--- config.mk ---
export PLATFORM = sky130hd
export DESIGN_NAME = seletor_mapa_param
export DESIGN_NICKNAME = d
export VERILOG_FILES = /design/src/rtl/seletor_mapa_param.sv
export SDC_FILE = /design/constraint.sdc
export NUM_CORES = 1
export LEC_CHECK = 0
export ABC_AREA = 1
export BUFFER_PORTS_ARGS = -buffer_cell sky130_fd_sc_hd__buf_2
export CORE_AREA = 5 5 67 69
export DETAILED_ROUTE_END_ITERATION = 6
export DIE_AREA = 0 0 72 74
export PLACE_DENSITY_LB_ADDON = 0.05
export SLEW_MARGIN = 20
export SYNTH_ARGS = -nofsm -noshare
export SYNTH_HDL_FRONTEND = slang
export SYNTH_SLANG_ARGS = --single-unit
--- constraint.sdc ---
create_clock -name clk -period 2.8 [get_ports clk]
set_input_delay 0 -clock clk [delete_from_list [all_inputs] [get_ports clk]]
set_output_delay 0 -clock clk [all_outputs]
set_load 0.02 [all_outputs]
--- src/rtl/seletor_mapa_param.sv ---
// ---------------------------------------------------------------------------
// seletor_mapa_param
//
// Purpose:
//   Holds NUM_MAPAS preset ship maps of LINHAS x COLUNAS cells. The player
//   previews a map either by direct index (modo=0, sel) or by browsing with
//   the proximo/anterior buttons (modo=1). A confirm press (rising edge of
//   confirmar while enable=1) latches the preview as the game map, computes
//   its occupied-cell count and locks the selector until liberar is raised.
//
// Ports:
//   clk          system clock, all state on the rising edge
//   reset_n      synchronous reset, active low
//   enable       confirm qualifier
//   modo         0 = direct select via sel, 1 = browse via buttons
//   sel          direct map index
//   proximo      browse-forward button level
//   anterior     browse-back button level
//   confirmar    confirm button level
//   liberar      unlock request level
//   indice       current preview index (registered)
//   mapaTemp     preview map selected by indice (combinational)
//   mapa         confirmed game map (registered)
//   num_celulas  number of occupied cells in mapa (registered)
//   travado      1 while locked
//   confirmado   one-cycle pulse after a capture
// ---------------------------------------------------------------------------
module seletor_mapa_param #(
  parameter int LINHAS    = 5,
  parameter int COLUNAS   = 7,
  parameter int NUM_MAPAS = 4,
  parameter int SEL_W     = 2,
  parameter int CNT_W     = 6,
  // Map k at [k*LINHAS*COLUNAS +: LINHAS*COLUNAS], row r at [r*COLUNAS +: COLUNAS].
  // Each map below is written row 4 first, row 0 last.
  parameter logic [NUM_MAPAS*LINHAS*COLUNAS-1:0] MAPAS = {
    7'h07, 7'h22, 7'h38, 7'h21, 7'h07,   // map 3
    7'h70, 7'h20, 7'h20, 7'h42, 7'h77,   // map 2
    7'h77, 7'h42, 7'h20, 7'h20, 7'h70,   // map 1
    7'h43, 7'h71, 7'h45, 7'h0C, 7'h04    // map 0
  }
) (
  input  logic                       clk,
  input  logic                       reset_n,
  input  logic                       enable,
  input  logic                       modo,
  input  logic [SEL_W-1:0]           sel,
  input  logic                       proximo,
  input  logic                       anterior,
  input  logic                       confirmar,
  input  logic                       liberar,
  output logic [SEL_W-1:0]           indice,
  output logic [LINHAS*COLUNAS-1:0]  mapaTemp,
  output logic [LINHAS*COLUNAS-1:0]  mapa,
  output logic [CNT_W-1:0]           num_celulas,
  output logic                       travado,
  output logic                       confirmado
);

  localparam int CELULAS = LINHAS * COLUNAS;

  typedef enum logic {
    PREPARANDO = 1'b0,
    TRAVADO    = 1'b1
  } estado_t;

  estado_t              state_reg;
  logic [SEL_W-1:0]     indice_reg;
  logic [CELULAS-1:0]   mapa_reg;
  logic [CNT_W-1:0]     num_celulas_reg;
  logic                 travado_reg;
  logic                 confirmado_reg;
  logic                 conf_prev_reg;
  logic                 prox_prev_reg;
  logic                 ant_prev_reg;

  logic [CELULAS-1:0]   mapas [NUM_MAPAS];
  logic [CELULAS-1:0]   mapa_temp;
  logic [CNT_W-1:0]     num_celulas_next;
  logic [SEL_W-1:0]     indice_inc;
  logic [SEL_W-1:0]     indice_dec;
  logic                 sel_valido;
  logic                 conf_edge;
  logic                 prox_edge;
  logic                 ant_edge;

  // Unpack the flat preset vector into one entry per map.
  genvar gi;
  generate
    for (gi = 0; gi < NUM_MAPAS; gi++) begin : g_mapas
      assign mapas[gi] = MAPAS[gi*CELULAS +: CELULAS];
    end
  endgenerate

  // Explicit compare-mux so an index beyond NUM_MAPAS-1 (possible when
  // NUM_MAPAS is not a power of two) yields zeros instead of an
  // out-of-range array access. indice never takes such a value in practice.
  always_comb begin
    mapa_temp = '0;
    for (int k = 0; k < NUM_MAPAS; k++) begin
      if (indice_reg == SEL_W'(k)) begin
        mapa_temp = mapas[k];
      end
    end
  end

  always_comb begin
    num_celulas_next = '0;
    for (int i = 0; i < CELULAS; i++) begin
      num_celulas_next = num_celulas_next + CNT_W'(mapa_temp[i]);
    end
  end

  assign conf_edge  = confirmar & ~conf_prev_reg;
  assign prox_edge  = proximo   & ~prox_prev_reg;
  assign ant_edge   = anterior  & ~ant_prev_reg;

  assign sel_valido = (32'(sel) < NUM_MAPAS);
  assign indice_inc = (indice_reg == SEL_W'(NUM_MAPAS - 1)) ? '0 : indice_reg + SEL_W'(1);
  assign indice_dec = (indice_reg == '0) ? SEL_W'(NUM_MAPAS - 1) : indice_reg - SEL_W'(1);

  always_ff @(posedge clk) begin
    if (!reset_n) begin
      state_reg       <= PREPARANDO;
      indice_reg      <= '0;
      mapa_reg        <= '0;
      num_celulas_reg <= '0;
      travado_reg     <= 1'b0;
      confirmado_reg  <= 1'b0;
      conf_prev_reg   <= 1'b0;
      prox_prev_reg   <= 1'b0;
      ant_prev_reg    <= 1'b0;
    end else begin
      // Edge flops sample in every state, so a button held through an
      // unlock or a disabled confirm never produces a late edge.
      conf_prev_reg  <= confirmar;
      prox_prev_reg  <= proximo;
      ant_prev_reg   <= anterior;
      confirmado_reg <= 1'b0;

      case (state_reg)
        PREPARANDO: begin
          if (conf_edge) begin
            // A confirm edge always blocks the index update; with enable=0
            // it is simply consumed.
            if (enable) begin
              mapa_reg        <= mapa_temp;
              num_celulas_reg <= num_celulas_next;
              confirmado_reg  <= 1'b1;
              travado_reg     <= 1'b1;
              state_reg       <= TRAVADO;
            end
          end else if (!modo) begin
            if (sel_valido) begin
              indice_reg <= sel;
            end
          end else if (prox_edge && !ant_edge) begin
            indice_reg <= indice_inc;
          end else if (ant_edge && !prox_edge) begin
            indice_reg <= indice_dec;
          end
        end

        TRAVADO: begin
          if (liberar) begin
            travado_reg <= 1'b0;
            state_reg   <= PREPARANDO;
          end
        end

        default: begin
          travado_reg <= 1'b0;
          state_reg   <= PREPARANDO;
        end
      endcase
    end
  end

  assign indice      = indice_reg;
  assign mapaTemp    = mapa_temp;
  assign mapa        = mapa_reg;
  assign num_celulas = num_celulas_reg;
  assign travado     = travado_reg;
  assign confirmado  = confirmado_reg;

endmodule

==> out/results.tsv <==
metric	value	unit
status	complete, no violations	
die-area	0.00533	mm2
routed_wl	3280	um
die_y	74	um
syn2layout_area_growth	12.9	%
finalHoldViolations	0	
crit_path_top_delay_cell	dfxtp_1	
num_rows	23	
hold_path.class	in -> reg	
dpl.hpwl	2640	um
clkSinkCount	25	
cts_root_buf	clkbuf_8	
vias	1269	
pwr_density_cell	580	mW/mm2
grt.overflow.total	0	
hp-start	enable	
largest_register_ffs	11	
hold_depth	3	
wire_per_inst	10.6	um
cp-start-kind	register	
ant_nets	0	
ir_worst_vdd	413	uV
timing.fmax	0.394	GHz
dieWidth	72	um
fin_util	0.469	
syn_area	0.00160	mm2
diodes	0	
hold_ws	0.0292	ns
drc_errors	0	
h-tree-depth	1	
cp_common_cell	inv_1	
layout-drive-gt1-share	0.331	
viasPerCell	4.09	
clock_skew	0.00465	ns
rsz0062_at_grt	false	
ys_ff_latch	25	
grt_max_degree	27	
dr.first_iter.drc_count	23	
crit_buf_inv	3	
synthCells	213	
finalMaxSlewViolations	0	
critical_path_required	2.99	ns
slowest_delay	0.43	ns
yosys-top-cells-area	dfxtp_1 (31%), buf_4 (23%), ha_1 (8.6%)	
mostFrequentLayoutCell	buf_2	
hold_end	state_reg$_SDFF_PN0_	
fin_nets	284	
ios	90	
synth.avg_cell_area	7.52	um2
yosys_warnings	0	
reg2reg_setup_slack	0.26	ns
yosysSeqAreaShare	0.313	
fin_crit	2.54	ns
min_period_over_period	0.906	
r2r_cells	11	
critical_path_arrival	2.73	ns
clk_pin_slew	0.09	ns
cts_buffer_depth	2	
finalSetupViolations	0	
cts_tree	yes	
cp_max_fo	6	
cp_top_family	adder cells	
timing.rr.start	indice[0]$_SDFFE_PN0P_	
fin_ws	0.264	ns
cap_violations	0	
yosys.area.top_type	dfxtp_1	
critPathKind	reg -> reg	
grt_antenna_before_repair	0	
cts_resized	0	
first_pass_iters	3	
core_area	0.00386	mm2
cp-end-kind	register	
cts_buffers	3	
dp_slack	0.257	ns
path_cells	inv_1 > ha_1 > nor2_1 > fa_1 > inv_1 > ha_1 > inv_1 > fa_1 > nor2_1 > o21bai_1 > o21ai_0	
portBuffers	77	
layout_common_cells	buf_2 (77), nand2_1 (30), inv_1 (29), dfxtp_1 (25), nor2_1 (19)	
leakage	1.10	nW
yosysTopAreaCellShare	0.313	
routabilityCongestion	0.780	
clk_latency	0.26	ns
rr_endpoint	num_celulas[5]$_SDFFE_PN0P_	
floorplan.initialDensity	0.415	
synth_cell_types	19	
setup_tns	0	ns
grtUsageTotal	0.119	
grt_pass1_wl	5060	um
grt_pass1_vias	1094	
## metrics by stage
step	std cells	instance area [um2]	power (mW)
detailed placement	302	1720	0.851
global route	310	1810	1.13
floorplan	225	1650	0.796
global placement	302	1720	0.853
finish	310	1810	1.05
CTS	310	1810	1.07
## power breakdown
group | switching (mW) | total (mW) | internal, mW
Clock | 0.109 | 0.208 | 0.0992
Sequential | 0.0181 | 0.399 | 0.380
Combinational | 0.300 | 0.442 | 0.142
## cell type report
cell class | instances | area [um2]
fillers | 415 | 2050
inverters | 29 | 109
repair buffers | 83 | 440
flip-flops and latches | 25 | 500
multi-input cells | 119 | 649
well taps | 50 | 62.6
clock inverters | 1 | 5.00
clock buffers | 3 | 41.3
## cell usage after synthesis
library cell	number
buf_4	49
nor2_2	1
fa_1	2
nand3_1	7
clkbuf_2	1
buf_6	1
nor2_1	19
ha_1	11
xor2_1	2
nor2_4	1
conb_1	1
nand2_2	1
o21bai_1	1
nand2_1	30
dfxtp_1	25
o21ai_0	17
a21oi_1	14
clkbuf_1	1
inv_1	29
## timing repair
action	4_1_cts	5_1_grt
buffers inserted	0	0
hold endpoints to repair	5	0
hold buffers	4	0
## layer usage
metal / up-vias / GRT usage / wire length, um
met5: - / 0 / 0
met4: 0 / 0.0125 / 13
met3: 2 / 0.0338 / 256
met2: 43 / 0.213 / 1630
met1: 539 / 0.147 / 1390
li1: 685 / - / -
## worst min-delay path, cell delays in order
cell     delay, ns
buf_2         0.10
nand2_2       0.09
a21oi_1       0.06
## kinds of logic after synthesis
family                     synth area share
other                               0.00234
DFF                                   0.313
and+or+nand+nor                       0.152
buffers and inverters                 0.310
AOI/OAI and AO/OA                     0.102
xor gates and xnor gates             0.0109
adders and majority gates             0.111
## how the worst max path moves through the flow
stage | startpoint | endpoint | slack (ns) | cells past startpoint
2_1_floorplan | indice[0]$_SDFFE_PN0P_ | num_celulas[5]$_SDFFE_PN0P_ | 0.11 | 11
3_3_place_gp | indice[0]$_SDFFE_PN0P_ | num_celulas[5]$_SDFFE_PN0P_ | 0.32 | 11
3_5_place_dp | indice[0]$_SDFFE_PN0P_ | num_celulas[5]$_SDFFE_PN0P_ | 0.26 | 11
4_1_cts | indice[0]$_SDFFE_PN0P_ | num_celulas[5]$_SDFFE_PN0P_ | 0.22 | 11
5_1_grt | indice[0]$_SDFFE_PN0P_ | num_celulas[3]$_SDFFE_PN0P_ | 0.03 | 10
6_report | indice[0]$_SDFFE_PN0P_ | num_celulas[5]$_SDFFE_PN0P_ | 0.26 | 11
No activity file was read; power rests on OpenSTA's default activity.
